==> config.mk <==
export PLATFORM = sky130hd
export DESIGN_NAME = fifo_wr_arbiter
export DESIGN_NICKNAME = d
export VERILOG_FILES = /design/src/rtl/fifo_wr_arbiter_pkg.sv /design/src/rtl/fifo_wr_arbiter_rr_pick.sv /design/src/rtl/fifo_wr_arbiter.sv
export SDC_FILE = /design/constraint.sdc
export NUM_CORES = 1
export LEC_CHECK = 0
export CAP_MARGIN = 10
export CORE_ASPECT_RATIO = 1.75
export CORE_MARGIN = 5
export CORE_UTILIZATION = 27
export DETAILED_ROUTE_END_ITERATION = 8
export PLACE_DENSITY = 0.83
export SYNTH_ARGS = -nofsm -noshare
export SYNTH_HDL_FRONTEND = slang
export SYNTH_SLANG_ARGS = --single-unit
export TNS_END_PERCENT = 10
==> constraint.sdc <==
create_clock -name wclk -period 2.2 [get_ports wclk]
set_input_delay 0.22 -clock wclk [delete_from_list [all_inputs] [get_ports wclk]]
set_output_delay 0.22 -clock wclk [all_outputs]
set_load 0.1 [all_outputs]
==> src/rtl/fifo_wr_arbiter_pkg.sv <==
// Shared definitions for the FIFO write-port arbiter.
// Holds the FSM state encoding and the clog2 helper used to size grant_id.
// Optional build macro used by the top: ARB_PKT_CNT_EN.
package fifo_wr_arbiter_pkg;

  // FSM encoding kept as plain constants so older flows can read them.
  localparam logic [0:0] IDLE = 1'b0;
  localparam logic [0:0] LOCK = 1'b1;

  // Width of each per-requester completed-packet counter.
  localparam int PKT_CNT_W = 16;

  // Ceiling log2; returns the number of bits needed to index 'value' items.
  function automatic int clog2(input int value);
    int r;
    int v;
    r = 0;
    v = value - 1;
    while (v > 0) begin
      r = r + 1;
      v = v >> 1;
    end
    return r;
  endfunction

endpackage

==> src/rtl/fifo_wr_arbiter_rr_pick.sv <==
// Combinational round-robin picker.
// Searches req_valid starting at rr_ptr and wrapping modulo NREQ; the first
// set bit wins. Reusable by any arbiter that keeps its own pointer.
module fifo_wr_arbiter_rr_pick #(
  parameter int NREQ = 4,
  parameter int IDW  = 2
) (
  input  logic [NREQ-1:0] req_valid,
  input  logic [IDW-1:0]  rr_ptr,
  output logic [IDW-1:0]  winner,
  output logic            found
);

  // Index examined at search offset gi, and whether that requester is valid.
  logic [IDW-1:0]  w_idx [NREQ];
  logic [NREQ-1:0] w_hit;

  genvar gi;
  generate
    for (gi = 0; gi < NREQ; gi++) begin : g_off
      logic [IDW:0] w_sum;
      // One extra bit so rr_ptr+gi never overflows before the wrap.
      assign w_sum       = {1'b0, rr_ptr} + (IDW+1)'(gi);
      assign w_idx[gi]   = (w_sum >= (IDW+1)'(NREQ)) ? IDW'(w_sum - (IDW+1)'(NREQ))
                                                     : w_sum[IDW-1:0];
      assign w_hit[gi]   = req_valid[w_idx[gi]];
    end
  endgenerate

  // Priority over offsets: scanning downward lets the smallest offset win.
  always_comb begin
    winner = '0;
    found  = 1'b0;
    for (int k = NREQ - 1; k >= 0; k--) begin
      if (w_hit[k]) begin
        winner = w_idx[k];
        found  = 1'b1;
      end
    end
  end

endmodule

==> src/rtl/fifo_wr_arbiter.sv <==
// Round-robin, packet-locked arbiter in front of the async FIFO write port.
// A granted requester owns the port until its last beat is accepted, so
// packets never interleave. fifo_wfull is the only backpressure source.
// Build macro ARB_PKT_CNT_EN adds per-requester completed-packet counters
// on output pkt_cnt (NREQ x 16 bits, flattened).
module fifo_wr_arbiter
  import fifo_wr_arbiter_pkg::*;
#(
  parameter int NREQ   = 4,
  parameter int DWIDTH = 32,
  parameter int IDW    = clog2(NREQ)
) (
  input  logic                   wclk,
  input  logic                   arst,
  input  logic [NREQ-1:0]        req_valid,
  input  logic [NREQ*DWIDTH-1:0] req_data,
  input  logic [NREQ-1:0]        req_last,
  output logic [NREQ-1:0]        req_ready,
  output logic                   fifo_wdv,
  output logic [DWIDTH-1:0]      fifo_wdata,
  input  logic                   fifo_wfull,
  output logic [IDW-1:0]         grant_id,
  output logic                   busy
`ifdef ARB_PKT_CNT_EN
  ,
  output logic [NREQ*PKT_CNT_W-1:0] pkt_cnt
`endif
);

  logic [0:0]      r_state;
  logic [IDW-1:0]  r_rr_ptr;
  logic [IDW-1:0]  r_grant_id;

  logic            w_lock;
  logic [IDW-1:0]  w_winner;
  logic            w_found;
  logic            w_owner_valid;
  logic            w_owner_last;
  logic [DWIDTH-1:0] w_owner_data;
  logic [DWIDTH-1:0] w_data_arr [NREQ];
  logic            w_accept;
  logic            w_pkt_done;
  logic [IDW-1:0]  w_ptr_after;

  fifo_wr_arbiter_rr_pick #(
    .NREQ (NREQ),
    .IDW  (IDW)
  ) u_rr_pick (
    .req_valid (req_valid),
    .rr_ptr    (r_rr_ptr),
    .winner    (w_winner),
    .found     (w_found)
  );

  assign w_lock = (r_state == LOCK);

  genvar gi;
  generate
    for (gi = 0; gi < NREQ; gi++) begin : g_req
      assign w_data_arr[gi] = req_data[gi*DWIDTH +: DWIDTH];
      // Only the owner sees ready, and only while the FIFO has room.
      assign req_ready[gi]  = w_lock & ~fifo_wfull & (r_grant_id == IDW'(gi));
    end
  endgenerate

  assign w_owner_valid = req_valid[r_grant_id];
  assign w_owner_last  = req_last[r_grant_id];
  assign w_owner_data  = w_data_arr[r_grant_id];

  // A beat moves when the owner is valid and the FIFO is not full.
  assign w_accept   = w_lock & w_owner_valid & ~fifo_wfull;
  assign w_pkt_done = w_accept & w_owner_last;

  assign fifo_wdv   = w_accept;
  assign fifo_wdata = w_accept ? w_owner_data : '0;
  assign grant_id   = r_grant_id;
  assign busy       = w_lock;

  // The finished owner drops to lowest priority for the next search.
  assign w_ptr_after = (r_grant_id == IDW'(NREQ - 1)) ? '0 : r_grant_id + IDW'(1);

  // Arbitration FSM: IDLE picks an owner, LOCK holds it until the last beat.
  always_ff @(posedge wclk or posedge arst) begin
    if (arst) begin
      r_state    <= IDLE;
      r_rr_ptr   <= '0;
      r_grant_id <= '0;
    end else begin
      case (r_state)
        IDLE: begin
          if (w_found) begin
            r_grant_id <= w_winner;
            r_state    <= LOCK;
          end
        end
        LOCK: begin
          if (w_pkt_done) begin
            r_rr_ptr <= w_ptr_after;
            r_state  <= IDLE;
          end
        end
        default: r_state <= IDLE;
      endcase
    end
  end

`ifdef ARB_PKT_CNT_EN
  logic [PKT_CNT_W-1:0] r_pkt_cnt [NREQ];

  generate
    for (gi = 0; gi < NREQ; gi++) begin : g_cnt
      // Count completed packets per requester; wraps naturally at 2^16.
      always_ff @(posedge wclk or posedge arst) begin
        if (arst) begin
          r_pkt_cnt[gi] <= '0;
        end else if (w_pkt_done && (r_grant_id == IDW'(gi))) begin
          r_pkt_cnt[gi] <= r_pkt_cnt[gi] + PKT_CNT_W'(1);
        end
      end
      assign pkt_cnt[gi*PKT_CNT_W +: PKT_CNT_W] = r_pkt_cnt[gi];
    end
  endgenerate
`endif

endmodule

Yosys cells after proc, flatten, opt, wreduce, memory -nomap -nowiden
Cells that the tools add are included.
{ "op_classes": {"muxes": 32, "n_lt_le_gt_ge": 10, "eq_ne": 3, "reduce_logical": 3, "add_sub_neg": 8, "bitwise_logic": 11} }
{ "ops": {"columns": ["cell", "n"], "rows": [
  ["$mux 32", 3],
  ["$bmux 32 s2", 1],
  ["$mux 2", 9],
  ["$lt 2x3->1 const B", 5],
  ["$bmux 1 s2", 6],
  ["$ge 3x3->1 const B", 4],
  ["$mux 1", 12],
  ["$and 1x1->1", 8],
  ["$sub 2x1->2 const B", 4],
  ["$add 2x2->3 const B", 2],
  ["$eq 2x2->1 const B", 2],
  ["$reduce_and 2->1", 2],
  ["$add 2x1->3 const B", 1],
  ["$ge 2x3->1 const B", 1],
  ["$not 2->3", 1],
  ["$add 2x1->2 const B", 1],
  ["$eq 2x1->1 const B", 1],
  ["$logic_not 2->1", 1],
  ["$not 1->1", 2],
  ["$pmux 1 s2", 1]
]} }
{ "totals": {"elab_cells": 70, "in_bits": 139, "ff_bits": 5, "out_inout_bits": 40} }

Logic depth before layout (Yosys ltp)
Gate-level depths: netlist (run 1).
{ "depth": {"word_depth": 11, "mapped_depth": 5, "ltp_nobuf": 4} }

Hierarchy
A second synthesis (run 1) with hierarchy kept.
{ "unflattened": {"cells_unflattened": 123, "area_unflattened_um2": 1447.6} }
{ "by_module_without_submodules": {"columns": ["module", "instances", "seq_area_each_um2", "cells_each", "area_per_inst_um2"], "rows": [
  ["fifo_wr_arbiter", 1, 125.1, 110, 1370.1],
  ["fifo_wr_arbiter_rr_pick", 1, 0.0, 13, 77.6]
]} }

Worst setup path before layout (run 1)
OpenSTA, ideal clock, no wires.
{ "synth_path": {"path_kind": "register -> output", "startpoint": "register r_grant_id[1], in the netlist grant_id[1]", "endpoint": "output port fifo_wdata[0]", "path_buffers": 2, "arrival_ns": 3.223, "required_time_ns": 1.980, "slack_ns": -1.243, "stages_incl_launch_ff": 5, "cell_sequence": "dfrtp_1 -> buf_2 -> buf_1 -> mux4_2 -> nor2b_1"} }
{ "synth_via": {"elab_chain_len": 5, "word_cells_on_any_way": 9, "classes_between": "6 x mux; 3 x bitwise"} }
{ "synth_lines": {"columns": ["element", "line_no", "rtl"], "rows": [
  ["start, declared", "fifo_wr_arbiter.sv:32", "logic [IDW-1:0] r_grant_id;"],
  ["start signal, assigned", "fifo_wr_arbiter.sv:92", "r_grant_id <= w_winner;"],
  ["$bmux 1 s2 / $not 2->3 (equally long branches)", "fifo_wr_arbiter.sv:66, fifo_wr_arbiter.sv:68", null],
  ["$mux 1 (implied by the code) / $bmux 32 s2 (equally long branches)", "fifo_wr_arbiter.sv:66, fifo_wr_arbiter.sv:68", null],
  ["$and 1x1->1 / $mux 32 (equally long branches) (2 in a row)", "fifo_wr_arbiter.sv:71, fifo_wr_arbiter.sv:68", null],
  ["$mux 32 (*)", "fifo_wr_arbiter.sv:75", "assign fifo_wdata = w_accept ? w_owner_data : '0;"],
  ["end, declared", "fifo_wr_arbiter.sv:20", "output logic [DWIDTH-1:0] fifo_wdata,"]
]} }
Every way passes the cells marked *; elsewhere a longest branch is shown, timed or not. The select of a mux whose other input is x is not followed.

Worst setup path after layout (run 1)
{ "layout_path": {"startpoint": "register r_grant_id[1], in the netlist grant_id[1]", "endpoint": "output port fifo_wdata[9]"} }
Same word-level chain as after synthesis.

==> results.tsv, run 1 <==
stage	metric	value	unit
status	outcome	complete, no violations	
setup_path	cpLargestDelayFamily	flip-flops	
drt	drt_iter0_drc	57	
synth	ys_types	26	
die	rows	35	
synth	syn_avg_cell_area	11.8	um2
timing	fmax	0.483	GHz
die	start_util	0.276	
clock_tree	cts_max_path_buffers	2	
clock_tree	cts.sinks	5	
grt	grt_pass1_wl	11200	um
placed_design	hpwl	6780	um
setup_path	r2r_start	grant_id[1]$_DFFE_PP0P_	
placed_design	gp_congestion	0.831	
drt	viasPerCell	5.19	
setup_path	required	1.98	ns
finish	area_delta_synth_final	178	%
grt	grt_max_degree	23	
finish	utilization	0.766	
drt	wirelength	7630	um
timing	slew_viol_final	0	
clock_tree	ctsResizeCount	0	
grt	grtUsageTotal	0.215	
die	core	5210	um2
synth	ys_warn_count	0	
drt	ant_nets	0	
clock_tree	cts_setup_buffers	0	
setup_path	critPathLaunch	grant_id[1]$_DFFE_PP0P_	
power_and_ir_drop	powerDensity	1220	nW/um2
finish	final_cell_mix	clkdlybuf4s50_1, buf_12, mux4_2	
finish	drive_gt1_frac	0.415	
timing	hold_viol	0	
job	drv_cap	0	
setup_path	max_stage_delay	0.58	ns
setup_path	crit_type	flop to output pin	
finish	layout_commonest_cell	clkdlybuf4s50_1	
timing	skew	0.00253	ns
grt	antenna_found_initial	0	
setup_path	startpoint_type	flop	
finish	regArea	134	um2
synth	synth_seq_area_share	0.0870	
synth	syn_area	1440	um2
finish	diodes	0	
grt	globalRoute.totalOverflow	0	
finish	fillCellCount	323	
drt	wl_per_cell	21.5	um
timing	fin_crit	2.07	ns
die	die_w	65.2	um
hold_path	hp-class	input port to async pin	
drt	top_layer_used	met4	
die	die_h	107	um
drt	wl_met3	526	um
power_and_ir_drop	leakagePower	0.00154	uW
setup_path	cp_slowest_cell	dfrtp_4	
timing	tightest_slew	0.594	ns
timing	slew_headroom	0.600	
drt	num_vias	1836	
drt	drc	0	
drt	drt_pass1_iterations	4	
clock_tree	path_clk_slew	0.04	ns
clock_tree	postCtsHoldBufs	0	
clock_tree	cts_buffers	3	
die	die-area	6950	um2
clock_tree	insertion_delay	0.22	ns
clock_tree	htree_num_levels	1	
setup_path	critPathBufInv	2	
timing	rsz0062_at_grt	no	
grt	grt_pass1_vias	2092	
timing	setup_viol	0	
finish	multi_input_area	1460	um2
setup_path	endpoint_kind	output pin	
placed_design	placed_cell_area	3950	um2
drt	wl_met1	2320	um
synth	syn_nets	265	
timing	finalCritPeriodShare	0.940	
synth	netlist_instances	122	
clock_tree	cts_tree	yes	
finish	stdcell_area	3990	um2
clock_tree	clockRootBuffer	clkbuf_8	
die	pin_count	179	
finish	final_nets	443	
drt	route.met2.wl	4450	um
setup_path	crit_chain	buf_4, mux4_2, nor2b_4, buf_12	
setup_path	crit_fanout	21	
setup_path	worstPathArrival	1.85	ns
power_and_ir_drop	ir_drop	830	uV
synth	ys_seq_elements	5	
placed_design	port_buffers	178	
==> state kept, by name, indices dropped and copies added (netlist names) <==
signal / flops
busy: 1
r_rr_ptr: 2
grant_id: 2
==> cells by family (layout without fill, tap and decap cells) <==
kind of cell	count (synthesis)	after routing	synth area share
DFF	5	5	0.0870
buffers and inverters	18	195	0.0617
adders and majority gates	4	4	0.0348
and+or+nand+nor	45	45	0.196
muxes	38	38	0.559
AOI/OAI and AO/OA	12	12	0.0617
==> cells in the mapped netlist <==
| library cell | n | area [um2] |
|---|---|---|
| a21boi_0 | 1 | 7.51 |
| a21oi_1 | 3 | 15.0 |
| a2bb2oi_4 | 1 | 26.3 |
| and2_1 | 4 | 25.0 |
| buf_1 | 3 | 11.3 |
| buf_2 | 5 | 25.0 |
| buf_4 | 2 | 15.0 |
| buf_6 | 1 | 11.3 |
| dfrtp_1 | 5 | 125 |
| ha_1 | 4 | 50.1 |
| inv_1 | 6 | 22.5 |
| inv_2 | 1 | 3.75 |
| mux2_2 | 1 | 11.3 |
| mux2_4 | 2 | 30.0 |
| mux2i_1 | 2 | 20.0 |
| mux4_2 | 33 | 743 |
| nand2_1 | 1 | 3.75 |
| nand3b_1 | 1 | 7.51 |
| nor2_1 | 3 | 11.3 |
| nor2b_1 | 33 | 206 |
| nor2b_4 | 1 | 13.8 |
| nor3b_1 | 1 | 7.51 |
| nor4_1 | 1 | 6.26 |
| o21ai_0 | 5 | 25.0 |
| o22ai_1 | 1 | 6.26 |
| o41ai_1 | 1 | 8.76 |
==> final timing paths <==
kind	endpoint	slack (ns)	cells after the start
max in group asynchronous	grant_id[0]$_DFFE_PP0P_	1.82	2
worst max-delay path	fifo_wdata[9]	0.13	4
worst min-delay path	grant_id[1]$_DFFE_PP0P_	0.19	2
worst min register to register	grant_id[0]$_DFFE_PP0P_	0.55	1
worst max register to register	r_rr_ptr[0]$_DFFE_PP0P_	0.41	5
min in group wclk	grant_id[0]$_DFFE_PP0P_	0.55	1
==> final cells by class <==
cell class / count / area share
Tap cell: 55 / 0.0172
Clock buffer: 4 / 0.0113
Sequential cell: 5 / 0.0335
Timing Repair Buffer: 184 / 0.567
Inverter: 7 / 0.00658
Multi-Input combinational cell: 99 / 0.364
==> routing by layer <==
| metal | GRT usage | up-vias |
|---|---|---|
| li1 | - | 828 |
| met1 | 0.201 | 882 |
| met2 | 0.434 | 106 |
| met3 | 0.0377 | 20 |
| met4 | 0.0875 | 0 |
| met5 | 0 | - |
==> where the power goes <==
| part | switching (uW) | total, uW | internal, uW |
|---|---|---|---|
| clock network | 44.7 | 169 | 124 |
| logic | 2430 | 4440 | 2010 |
| registers | 110 | 254 | 144 |
==> through the flow <==
stage	setup TNS, ns	hold WS (ns)	instances	setup slack, ns	total power (uW)
floorplan	-1.67	-0.00151	122	-0.0686	3220
global placement	0	0.430	350	0.243	4670
detailed placement	0	0.428	350	0.199	4740
CTS	0	0.193	354	0.0985	4910
global route	0	0.220	354	0.0519	5040
finish	0	0.193	354	0.131	4860
Power figures use the tool's default switching activity.
==> inputs of run 2 (changes only) <==
--- a/config.mk
+++ b/config.mk
@@ -9,8 +9,10 @@
 export CORE_ASPECT_RATIO = 1.75
 export CORE_MARGIN = 5
 export CORE_UTILIZATION = 27
+export CTS_CLUSTER_DIAMETER = 60
 export DETAILED_ROUTE_END_ITERATION = 8
 export PLACE_DENSITY = 0.83
+export SKIP_LAST_GASP = 1
 export SYNTH_ARGS = -nofsm -noshare
 export SYNTH_HDL_FRONTEND = slang
 export SYNTH_SLANG_ARGS = --single-unit
==> results of run 2 <==
Final layout, timing and power as in run 1 (identical DEF).
